<file path="src/rtl/lc3_pkg.sv">
// lc3_pkg: sequencer FSM states and default parameter constants.
package lc3_pkg;
  typedef enum logic [1:0] {RUN, WAIT, STOP} seq_state_e;
  localparam int NUM_STAGES_D = 4;
  localparam int STAGE_W_D    = 2;
  localparam int CNT_W_D      = 16;
  localparam int MAX_WAIT_D   = 15;
endpackage

</file>
<file path="src/rtl/lc3_sat_counter.sv">
// lc3_sat_counter: enabled up-counter that sticks at all-ones.
module lc3_sat_counter #(
  parameter int W = 16
) (
  input  logic         clk,
  input  logic         rst_n,
  input  logic         en,
  output logic [W-1:0] q
);
  always_ff @(posedge clk or negedge rst_n)
    if (!rst_n) q <= '0;
    else if (en && q != '1) q <= q + 1'b1;
endmodule

</file>
<file path="src/rtl/lc3_stage_sequencer.sv">
// lc3_stage_sequencer: LC3 instruction stage sequencer with memory-wait stall, halt and perf counters.
module lc3_stage_sequencer
  import lc3_pkg::*;
#(
  parameter int NUM_STAGES = NUM_STAGES_D,
  parameter int STAGE_W    = STAGE_W_D,
  parameter int CNT_W      = CNT_W_D,
  parameter int MAX_WAIT   = MAX_WAIT_D
) (
  input  logic               clk,
  input  logic               rst_n,
  input  logic [STAGE_W-1:0] next_stage,
  input  logic               next_stage_le,
  input  logic               mem_req,
  input  logic               mem_ready,
  input  logic               halt_req,
  output logic [STAGE_W-1:0] stage,
  output logic               stage_valid,
  output logic               instr_done,
  output logic               halted,
  output logic               timeout,
  output logic               bad_stage,
  output logic [CNT_W-1:0]   instr_count,
  output logic [CNT_W-1:0]   cycle_count
);
  localparam logic [STAGE_W:0]   N_EXT    = (STAGE_W+1)'(NUM_STAGES);
  localparam logic [STAGE_W-1:0] LAST     = STAGE_W'(NUM_STAGES - 1);
  localparam logic [7:0]         WAIT_MAX = 8'(MAX_WAIT);
  seq_state_e         state, state_n;
  logic [STAGE_W-1:0] stage_n, tgt;
  logic [7:0]         wait_cnt, wait_n;
  logic               halt_pend, halt_now, stall, adv, bad_ld, retire, timeout_n, bad_n;
  always_comb begin
    stall     = mem_req & ~mem_ready;
    adv       = (state == RUN & ~stall) | (state == WAIT & mem_ready);
    bad_ld    = next_stage_le & ({1'b0, next_stage} >= N_EXT);
    tgt       = next_stage_le ? (bad_ld ? '0 : next_stage) : (stage == LAST ? '0 : stage + 1'b1);
    retire    = adv & (tgt == '0);
    halt_now  = halt_pend | halt_req;
    state_n   = state;
    stage_n   = stage;
    wait_n    = wait_cnt;
    timeout_n = timeout;
    bad_n     = bad_stage;
    if (adv) begin
      stage_n = tgt;
      bad_n   = bad_stage | bad_ld;
      state_n = (retire & halt_now) ? STOP : RUN;
    end else if (state == RUN) begin
      state_n = WAIT;
      wait_n  = 8'd1;
    end else if (state == WAIT) begin
      // timeout wins over any pending halt since no retire happens here
      timeout_n = wait_cnt == WAIT_MAX;
      state_n   = timeout_n ? STOP : WAIT;
      wait_n    = timeout_n ? wait_cnt : wait_cnt + 8'd1;
    end
  end
  always_ff @(posedge clk or negedge rst_n)
    if (!rst_n) begin
      state      <= RUN;
      stage      <= '0;
      wait_cnt   <= '0;
      halt_pend  <= 1'b0;
      instr_done <= 1'b0;
      timeout    <= 1'b0;
      bad_stage  <= 1'b0;
    end else begin
      state      <= state_n;
      stage      <= stage_n;
      wait_cnt   <= wait_n;
      halt_pend  <= halt_now;
      instr_done <= retire;
      timeout    <= timeout_n;
      bad_stage  <= bad_n;
    end
  assign halted      = state == STOP;
  assign stage_valid = ~halted & ~stall;
  lc3_sat_counter #(.W(CNT_W)) u_instr_cnt (.clk(clk), .rst_n(rst_n), .en(retire), .q(instr_count));
  lc3_sat_counter #(.W(CNT_W)) u_cycle_cnt (.clk(clk), .rst_n(rst_n), .en(~halted), .q(cycle_count));
endmodule

</file>
<file path="config.mk">
export PLATFORM = sky130hd
export DESIGN_NAME = lc3_stage_sequencer
export DESIGN_NICKNAME = d
export VERILOG_FILES = /design/src/rtl/lc3_pkg.sv /design/src/rtl/lc3_sat_counter.sv /design/src/rtl/lc3_stage_sequencer.sv
export SDC_FILE = /design/constraint.sdc
export NUM_CORES = 1
export LEC_CHECK = 0
export ABC_AREA = 1
export ABC_CLOCK_PERIOD_IN_PS = 2050
export BUFFER_PORTS_ARGS = -buffer_cell sky130_fd_sc_hd__buf_2
export CAP_MARGIN = 20
export CORE_MARGIN = 1.5
export CORE_UTILIZATION = 51
export CTS_CLUSTER_DIAMETER = 80
export CTS_CLUSTER_SIZE = 8
export DETAILED_ROUTE_END_ITERATION = 10
export MAX_ROUTING_LAYER = met4
export PLACE_DENSITY = 0.8
export RECOVER_POWER = 100
export SETUP_SLACK_MARGIN = 0.02
export SLEW_MARGIN = 10
export SYNTH_ARGS = -nofsm -noshare
export SYNTH_HDL_FRONTEND = slang
export SYNTH_HIERARCHICAL = 1
export SYNTH_SLANG_ARGS = --single-unit
</file>
<file path="constraint.sdc">
create_clock -name clk -period 2.05 [get_ports clk]
set_input_delay 0.3075 -clock clk [delete_from_list [all_inputs] [get_ports clk]]
set_output_delay 0.3075 -clock clk [all_outputs]
set_load 0.03 [all_outputs]
</file>
==> results of run 1 <==
==> power by group through the flow <==
stage	clock network [mW]	registers, mW	logic, mW
floorplan	0	1.53	0.801
global placement	0	1.32	1.31
detailed placement	0	1.33	1.34
CTS	0.642	1.31	1.35
global route	0.684	1.35	1.37
finish	0.616	1.32	1.23
==> layer usage <==
layer / track usage, % / vias up / share of wire, %
li1: - / 1396 / -
met1: 27.5 / 1286 / 45
met2: 37.5 / 63 / 49
met3: 4.02 / 8 / 4.4
met4: 8.77 / 0 / 1.9
met5: - / - / 0
==> final cells by class <==
cell class                      count  area (um^2)  share of cell area (%)
Tap cell                           72         90.1                    2.76
Inverter                           46          174                    5.33
Clock buffer                        8          100                    3.07
Multi-Input combinational cell    313         1510                    46.3
Timing Repair Buffer               51          209                    6.40
Sequential cell                    47         1180                    36.1
==> what timing repair did <==
item	CTS	global route
endpoints found under the setup margin	0	0
hold buffers	1	0
endpoints found under the hold margin	10	0
==> cell usage after synthesis (2+ instances only) <==
library cell / n / share of area (%)
a21oi_1: 2 / 0.34
buf_6: 2 / 0.76
xor2_1: 5 / 1.5
nand3_2: 2 / 0.68
xnor2_1: 6 / 1.8
nand2_2: 6 / 1.3
ha_1: 4 / 1.7
inv_2: 3 / 0.38
nand2_1: 162 / 21
nor2_2: 10 / 2.1
nand3_1: 25 / 4.2
nand2_4: 3 / 1.1
nor2_4: 4 / 1.5
o21ai_1: 4 / 0.68
dfrtp_1: 47 / 40
o21ai_2: 5 / 1.5
o21ai_0: 17 / 2.9
inv_1: 42 / 5.3
nand4_1: 15 / 3.2
nor2_1: 34 / 4.3
==> state kept, by name, summed over array words and instances (netlist names) <==
register       flops
state              2
timeout            1
u_cycle_cnt/q     16
stage              2
u_instr_cnt/q     16
instr_done         1
halt_pend          1
wait_cnt           8
==> worst max-delay path: stages (launching register included) <==
cell and delay [ns]:
dfrtp_1 0.38, inv_1 0.07, clkbuf_1 0.26, nor2_1 0.09
inv_1 0.14, nand2_1 0.07, inv_1 0.06, clkbuf_2 0.19
==> per-stage QoR <==
| step | power [mW] | hold slack [ns] |
|---|---|---|
| after floorplan | 2.33 | 0.0119 |
| after global placement | 2.63 | 0.330 |
| after detailed placement | 2.68 | 0.332 |
| after CTS | 3.31 | 0.204 |
| after global routing | 3.41 | 0.204 |
| final | 3.16 | 0.212 |
==> path summary, 6_finish.rpt <==
path	start	endpoint	slack, ns	cells after the start
hold reg to reg	halt_pend	halt_pend	0.47	1
setup reg to reg	u_cycle_cnt/q[0]	u_cycle_cnt/q[11]	0.22	8
max in group asynchronous	rst_n	u_cycle_cnt/q[7]	0.70	3
hold / removal	halt_req	halt_pend	0.21	2
min in group asynchronous	rst_n	u_instr_cnt/q[13]	0.52	2
setup / recovery	state[1]	stage_valid	0.20	7
==> kinds of logic (layout without fill, tap and decap cells) <==
family / count (synthesis) / in the layout / synth area share [%]
other: 1 / 1 / 0.127
AOI/OAI and AO/OA: 30 / 30 / 5.89
DFF: 47 / 47 / 39.8
xor gates and xnor gates: 11 / 11 / 3.26
and+or+nand+nor: 267 / 267 / 41.6
buffers and inverters: 51 / 105 / 7.58
adders and majority gates: 4 / 4 / 1.69
==> metrics.cfg, run 1 <==
[run_status]
outcome = complete, no violations

[flow_run]
drv_cap = 0

[clocking]
path_clk_slew_ns = 0.07
cts_buffer_depth = 2
post_cts_buffers = 0
cts_root_buf = clkbuf_8
cts_resized = 0
numCtsBuffers = 5
clk-insertion-delay-late_ns = 0.31
tritoncts = yes
cts_sinks = 47
htree_levels = 2

[timing]
skew_ns = 0.0115
finalCriticalPeriod_ns = 1.85
setup_ws_ns = 0.197
worst_pin_slew_ns = 0.557
rsz0062_at_grt = false
slew_headroom_pct = 62.9
drv_slew = 0
setup_viol = 0
final_hold_viol_count = 0
fmax_mhz = 540
finalCritPeriodShare_pct = 90.4
setup_tns_ns = 0

[power]
switchingPower_mw = 1.41
peakVddDrop_v = 0.000574
powerDensity_nw_per_um2 = 970
power_frac_seq_pct = 41.6
switching_share_pct = 44.6
intPower_mw = 1.75
clkPwrFrac_pct = 19.5
p_leak_nw = 1.54
combPwrFrac_pct = 38.9

[placement]
place_ws_ns = 0.232
placed_area_um2 = 3260
hpwl_um = 4770
io_buffers = 45
placed_cells = 528
place_congestion = 0.896

[cells_and_area]
final_util_pct = 58.9
stdcell_count = 537
insertedDiodeCount = 0
final_common_cell = nand2_1
final_area_um2 = 3260
nFillCells = 548
area_growth_pct = 10.5
final_layout_size_suffix_gt1_share_pct = 9.68
nNetsFinal = 476
layout_common_cells = nand2_1 (165), dfrtp_1 (45), inv_1 (44)

[global_route]
antenna_found_initial = 0
grt_pass1_vias = 2495
grt_overflow_total = 0
grt_pass1_wl_um = 10900
grtUsageTotal_pct = 22.6
grt_max_degree = 26

[route]
drtPass1Iterations = 5
ant_nets = 0
routed_wirelength_um = 6400
wl_per_cell_um = 11.9
dr_total_vias = 2753
drc_errors = 0
viasPerCell = 5.13
drt_iter0_markers = 90

[yosys]
avgSynthCellArea_um2 = 7.19
synth_edf_count = 0
synthesis.instances = 411
ys.flop_type = dfrtp_1
yosysWarnings = 6
ys_seq_area_share_pct = 39.8
ys_ff_latch = 47
synthArstFlopShare_pct = 100
ys_types = 33
synth_area_um2 = 2950
synth_nets = 423

[die]
rows = 27
io_pins = 47
die_area_um2 = 6260
die_y_um = 79.1
die-width_um = 79.1
start_util_pct = 53.3
core_um2 = 5540

[setup_path]
critPathArrivalTime_ns = 1.55
critPathLaunchType = flip-flop
path_max_fanout = 6
worstSetupPathType = flip-flop to output port
endpoint_kind = output port
cp.required_ns = 1.74

[worst_hold_path]
worstHoldPathType = input port to flip-flop

(Power assumes the default switching activity.)
==> inputs of run 2 (changes only) <==
--- a/config.mk
+++ b/config.mk
@@ -11,12 +11,11 @@
 export CAP_MARGIN = 20
 export CORE_MARGIN = 1.5
 export CORE_UTILIZATION = 51
-export CTS_CLUSTER_DIAMETER = 80
+export CTS_CLUSTER_DIAMETER = 40
 export CTS_CLUSTER_SIZE = 8
 export DETAILED_ROUTE_END_ITERATION = 10
 export MAX_ROUTING_LAYER = met4
-export PLACE_DENSITY = 0.8
-export RECOVER_POWER = 100
+export PLACE_DENSITY = 0.83
 export SETUP_SLACK_MARGIN = 0.02
 export SLEW_MARGIN = 10
 export SYNTH_ARGS = -nofsm -noshare
==> run 2 against run 1 <==
Critical path depth rose by 1. Utilization rose by 2.0 points. Global-route usage shrank 0.48 points. Die area is the same. Clock power about the same. Worst hold slack gained 0.012 ns. Cell count decreased by 0.19%.
==> metrics.cfg, run 2 (synthesis gave the netlist of run 1 again) <==
[setup_path]
crit_family = simple AND/OR/NAND/NOR gates
endpoint_kind = flip-flop
critPathArrivalTime_ns = 2.04  ; +0.49 ns
cp.required_ns = 2.29  ; +0.55 ns
path_max_fanout = 10  ; +4
worstSetupPathType = flip-flop to flip-flop
worstPathCellList = ha_1, inv_1, o21ai_0, nor3_2, inv_2, nor2_2, nand2_1, o21ai_2
slowest_delay_ns = 0.42  ; +0.04 ns
critPathLaunchType = flip-flop
crit_path_top_delay_cell = dfrtp_2
cp_num_buf_inv = 2  ; -3

[cells_and_area]
reg.largest.list = u_cycle_cnt/q: 16 flops, u_instr_cnt/q: 16 flops, wait_cnt: 8 flops
nFillCells = 497  ; -9.3%
insertedDiodeCount = 0  ; unchanged
stdcell_count = 536  ; -0.19%
final_util_pct = 60.9  ; +2.0 points
final_common_cell = nand2_1
final_layout_size_suffix_gt1_share_pct = 21.1  ; +11 points
seq_area_um2 = 1180  ; unchanged
nNetsFinal = 475  ; -0.21%
final_area_um2 = 3370  ; +3.4%
multi_input_area_um2 = 1570  ; +3.6%
area_growth_pct = 14.2
layout_common_cells = nand2_1 (161), dfrtp_1 (45), buf_2 (45)

[timing]
hold-worst-slack_ns = 0.224  ; +0.0121 ns
setup_ws_ns = 0.248  ; +0.0503 ns
rsz0062_at_grt = false
finalCriticalPeriod_ns = 1.80  ; -0.0503 ns
fmax_mhz = 555  ; +2.8%
drv_slew = 0  ; unchanged
final_hold_viol_count = 0  ; unchanged
setup_viol = 0  ; unchanged
skew_ns = 0.00696  ; -0.00459 ns
finalCritPeriodShare_pct = 87.9  ; -2.5 points
setup_tns_ns = 0  ; unchanged

[global_route]
antenna_found_initial = 0  ; unchanged
grt_max_degree = 21  ; -19%
grt_pass1_vias = 2421  ; -3.0%
grt_overflow_total = 0  ; unchanged
grt_pass1_wl_um = 10800  ; -0.95%
grtUsageTotal_pct = 22.1  ; -0.48 points

[clocking]
path_clk_slew_ns = 0.09  ; +0.02 ns
htree_levels = 2  ; unchanged
cts_root_buf = clkbuf_8
cts_sinks = 47  ; unchanged
cts_buffer_depth = 2  ; unchanged
tritoncts = yes
post_cts_buffers = 0  ; unchanged
clk-insertion-delay-late_ns = 0.30  ; about the same
numCtsBuffers = 5  ; unchanged

[route]
drc_errors = 0  ; unchanged
viasPerCell = 5.11  ; -0.25%
routed_wirelength_um = 6360  ; -0.48%
drt_iter0_markers = 145  ; +61%
dr_total_vias = 2741  ; -0.44%
ant_nets = 0  ; unchanged
wl_per_cell_um = 11.9  ; -0.30%
drtPass1Iterations = 5  ; unchanged

[die]
start_util_pct = 53.3  ; unchanged
rows = 27  ; unchanged
core_um2 = 5540  ; unchanged
die-width_um = 79.1  ; unchanged
die_y_um = 79.1  ; unchanged
io_pins = 47  ; unchanged
die_area_um2 = 6260  ; unchanged

[placement]
placed_cells = 527  ; -0.19%
placed_area_um2 = 3260  ; -0.23%
place_congestion = 0.840  ; -6.3%
io_buffers = 45  ; unchanged
hpwl_um = 4720  ; -1.1%
place_ws_ns = 0.178  ; -0.0542 ns

[power]
powerDensity_nw_per_um2 = 968  ; -0.19%
p_leak_nw = 1.70  ; +11%
finalPower_mw = 3.27  ; +3.2%
peakVddDrop_v = 0.000600  ; +4.5%

[worst_hold_path]
worstHoldPathType = input port to flip-flop

[flow_run]
drv_cap = 0  ; unchanged

[run_status]
outcome = complete, no violations

run 2: cell count changes in the layout (fill, tap and decap cells not counted), sizes merged:
cell | before | now
buf | 7 | 49
clkbuf | 51 | 8
run 2: cell type report:
type                    instances  area share (%)
well taps                      72            2.67
repair buffers                 50            7.86
clock buffers                   8            2.97
inverters                      46            5.15
multi-input cells             313            46.4
flip-flops and latches         47            34.9
run 2: path summary, 6_finish.rpt:
kind,from,to,slack [ns],depth (start not counted)
worst max-delay path,stage[0],u_instr_cnt/q[3],0.25,8
worst min-delay path,halt_req,halt_pend,0.22,2
worst max register to register,stage[0],u_instr_cnt/q[3],0.25,8
worst min register to register,halt_pend,halt_pend,0.45,1
max in group asynchronous,rst_n,u_cycle_cnt/q[13],0.96,3
min in group asynchronous,rst_n,u_instr_cnt/q[6],0.49,2
run 2: per-layer routing:
layer  global-route usage (%)  routed length (um)  vias to the layer above
met5                        -                   0                        -
met4                     5.26                  65                        0
met3                     3.45                 246                        6
met2                     36.9                3020                       60
met1                     28.5                3040                     1277
li1                         -                   -                     1398
run 2: repair_timing:
item / CTS / global route
gates resized for setup: 0 / 3
hold endpoints to repair: 18 / 0
hold buffers: 1 / 0
setup endpoints to repair: 0 / 9
run 2: where the power goes:
group	internal, mW	total, mW	leakage, nW	switching [mW]
Sequential	1.10	1.31	0.625	0.215
Clock	0.308	0.618	0.0515	0.310
Combinational	0.410	1.33	1.03	0.924
run 2: worst register-to-register path, delay by kind of cell, from the launching register on:
kind	cells	cell delay [ns]
and+or+nand+nor	3	0.71
DFF	1	0.42
adders and majority gates	1	0.28
AOI/OAI and AO/OA	2	0.18
buffers and inverters	2	0.15
==> inputs of run 3 (changes only) <==
--- a/config.mk
+++ b/config.mk
@@ -6,16 +6,16 @@
 export NUM_CORES = 1
 export LEC_CHECK = 0
 export ABC_AREA = 1
-export ABC_CLOCK_PERIOD_IN_PS = 2050
-export BUFFER_PORTS_ARGS = -buffer_cell sky130_fd_sc_hd__buf_2
+export ABC_CLOCK_PERIOD_IN_PS = 1970
 export CAP_MARGIN = 20
 export CORE_MARGIN = 1.5
-export CORE_UTILIZATION = 51
+export CORE_UTILIZATION = 64
 export CTS_CLUSTER_DIAMETER = 40
 export CTS_CLUSTER_SIZE = 8
 export DETAILED_ROUTE_END_ITERATION = 10
+export DONT_BUFFER_PORTS = 1
 export MAX_ROUTING_LAYER = met4
-export PLACE_DENSITY = 0.83
+export PLACE_DENSITY = 0.87
 export SETUP_SLACK_MARGIN = 0.02
 export SLEW_MARGIN = 10
 export SYNTH_ARGS = -nofsm -noshare
==> constraint.sdc (replaced) <==
create_clock -name clk -period 1.97 [get_ports clk]
set_input_delay 0.2955 -clock clk [delete_from_list [all_inputs] [get_ports clk]]
set_output_delay 0.2955 -clock clk [all_outputs]
set_load 0.03 [all_outputs]
==> run 3 against run 2 <==
Design area decreased by 3.2%. Flip-flop and latch count unchanged. Utilization increased by 14 points. Via count decreased by 2.8%. Fmax increased by 2.2%. Combinational power decreased by 3%. Critical path depth increased by 1. Count of clock-buffer cells in the layout unchanged. Sequential power increased by 14%. Critical path type unchanged. Largest cell class unchanged. Largest power group is now registers.
==> metrics.cfg, run 3 (synthesis gave the netlist of run 1 again) <==
[cells_and_area]
layout_common_cells = nand2_1 (162), dfrtp_1 (45), inv_1 (42)
insertedDiodeCount = 0  ; unchanged
final_util_pct = 74.5  ; +14 points
nNetsFinal = 445  ; -6.3%
area_growth_pct = 10.5
reg.largest.list = u_cycle_cnt/q: 16 flops, u_instr_cnt/q: 16 flops, wait_cnt: 8 flops
final_area_um2 = 3270  ; -3.2%
final_layout_size_suffix_gt1_share_pct = 15.4  ; -5.7 points
final_common_cell = nand2_1

[clocking]
cts_root_buf = clkbuf_8
path_clk_slew_ns = 0.08  ; about the same
tritoncts = yes
clk-insertion-delay-late_ns = 0.29  ; about the same
htree_levels = 2  ; unchanged
numCtsBuffers = 5  ; unchanged
cts_sinks = 47  ; unchanged
cts_buffer_depth = 2  ; unchanged

[route]
dr_total_vias = 2665  ; -2.8%
drc_errors = 0  ; unchanged
drtPass1Iterations = 6  ; +1
wl_per_cell_um = 12.8  ; +8.1%
ant_nets = 0  ; unchanged
routed_wirelength_um = 6240  ; -2.0%
drt_iter0_markers = 266  ; +83%
viasPerCell = 5.48  ; +7.2%

[placement]
hpwl_um = 4540  ; -3.9%
place_congestion = 0.894  ; +6.4%
place_ws_ns = 0.0340  ; -0.144 ns
io_buffers = 0  ; -100%
placed_area_um2 = 3120  ; -4.3%

[power]
peakVddDrop_v = 0.000854  ; +42%
powerDensity_nw_per_um2 = 1040  ; +7.8%
p_leak_nw = 1.57  ; -7.9%

[timing]
skew_ns = 0.00619  ; -0.000769 ns
setup_viol = 0  ; unchanged
setup_ws_ns = 0.207  ; -0.0410 ns
rsz0062_at_grt = false
worst_pin_slew_ns = 0.496
final_hold_viol_count = 0  ; unchanged
fmax_mhz = 567  ; +2.2%
drv_slew = 0  ; unchanged
setup_tns_ns = 0  ; unchanged
finalCriticalPeriod_ns = 1.76  ; -0.0390 ns
slew_headroom_pct = 66.6
hold-worst-slack_ns = 0.125  ; -0.0989 ns
finalCritPeriodShare_pct = 89.5  ; +1.6 points

[die]
die_y_um = 70.9  ; -10%
start_util_pct = 67.4  ; +14 points
io_pins = 47  ; unchanged
rows = 24  ; -11%
core_um2 = 4380  ; -21%
die-width_um = 70.9  ; -10%
die_area_um2 = 5030  ; -20%

[setup_path]
critPathLaunchType = flip-flop
critPathArrivalTime_ns = 1.95  ; -0.09 ns
slowest_delay_ns = 0.41  ; about the same
endpoint_kind = flip-flop
crit_path_top_delay_cell = dfrtp_2
worstSetupPathType = flip-flop to flip-flop
path_max_fanout = 6  ; -4
cp.required_ns = 2.16  ; -0.13 ns
worstPathCellList = ha_1, inv_1, o21ai_1, nor3_4, inv_2, nor3_4, nand2_1, o21ai_1, nand2_1

[global_route]
globalRouteMet2Util_pct = 43.2  ; +6.3 points
use_met1_pct = 36.6  ; +8.2 points
grt_max_degree = 48  ; +130%
use_met3_pct = 6.13  ; +2.7 points
grt_pass1_vias = 2426  ; +0.21%
grt_overflow_total = 0  ; unchanged
grt_pass1_wl_um = 10900  ; +1.7%
antenna_found_initial = 0  ; unchanged
grtUsageTotal_pct = 27.6  ; +5.4 points
top_usage_layer = met2

[run_status]
outcome = complete, no violations

[flow_run]
drv_cap = 0  ; unchanged

[worst_hold_path]
worstHoldPathType = input port to flip-flop

run 3: cell types whose count changed in the layout (fill, tap and decap cells not counted), sizes merged:
cell,delta
buf,-30
run 3: where the power goes:
group,total [mW],internal [mW],leakage [nW],switching [mW]
sequential,1.49,1.14,0.625,0.345
combinational,1.29,0.438,0.892,0.856
clock,0.627,0.321,0.0515,0.306
run 3: metrics by stage:
stage                     cells  total power [mW]
after floorplan             411              2.44
after global placement      475              2.70
after detailed placement    475              2.74
after CTS                   485              3.41
after global routing        486              3.64
final                       486              3.41
run 3: layout make-up:
cell class,instances,area [um^2]
Clock buffer,8,100
Fill cell,338,1120
Inverter,46,174
Multi-Input combinational cell,313,1580
Sequential cell,47,1180
Tap cell,52,65.1
Timing Repair Buffer,20,173
run 3: final timing paths:
| kind | start | to | slack (ns) | cells after the start |
|---|---|---|---|---|
| min in group asynchronous | rst_n | u_instr_cnt/q[12] | 0.51 | 2 |
| worst min register to register | halt_pend | halt_pend | 0.47 | 1 |
| worst max register to register | stage[1] | u_instr_cnt/q[9] | 0.21 | 9 |
| worst min-delay path | halt_req | halt_pend | 0.12 | 1 |
| worst max-delay path | stage[1] | u_instr_cnt/q[9] | 0.21 | 9 |
| max in group asynchronous | rst_n | stage[0] | 1.24 | 2 |
run 3: metal layers:
| layer | wire [um] | vias to the layer above |
|---|---|---|
| met5 | 0 | - |
| met4 | 44 | 0 |
| met3 | 430 | 6 |
| met2 | 3000 | 100 |
| met1 | 2760 | 1226 |
| li1 | - | 1333 |
run 3: critical path, delay by kind of cell, from the launching register on:
kind,cells,cell delay (ns)
and+or+nand+nor,4,0.59
AOI/OAI and AO/OA,2,0.22
adders and majority gates,1,0.28
DFF,1,0.41
buffers and inverters,2,0.16
run 3: repair_timing:
item / CTS / global route
hold buffers: 2 / 0
buffers inserted: 0 / 1
gates resized for setup: 1 / 0
endpoints found under the hold margin: 47 / 0
setup endpoints to repair: 3 / 15
pin swaps: 0 / 1
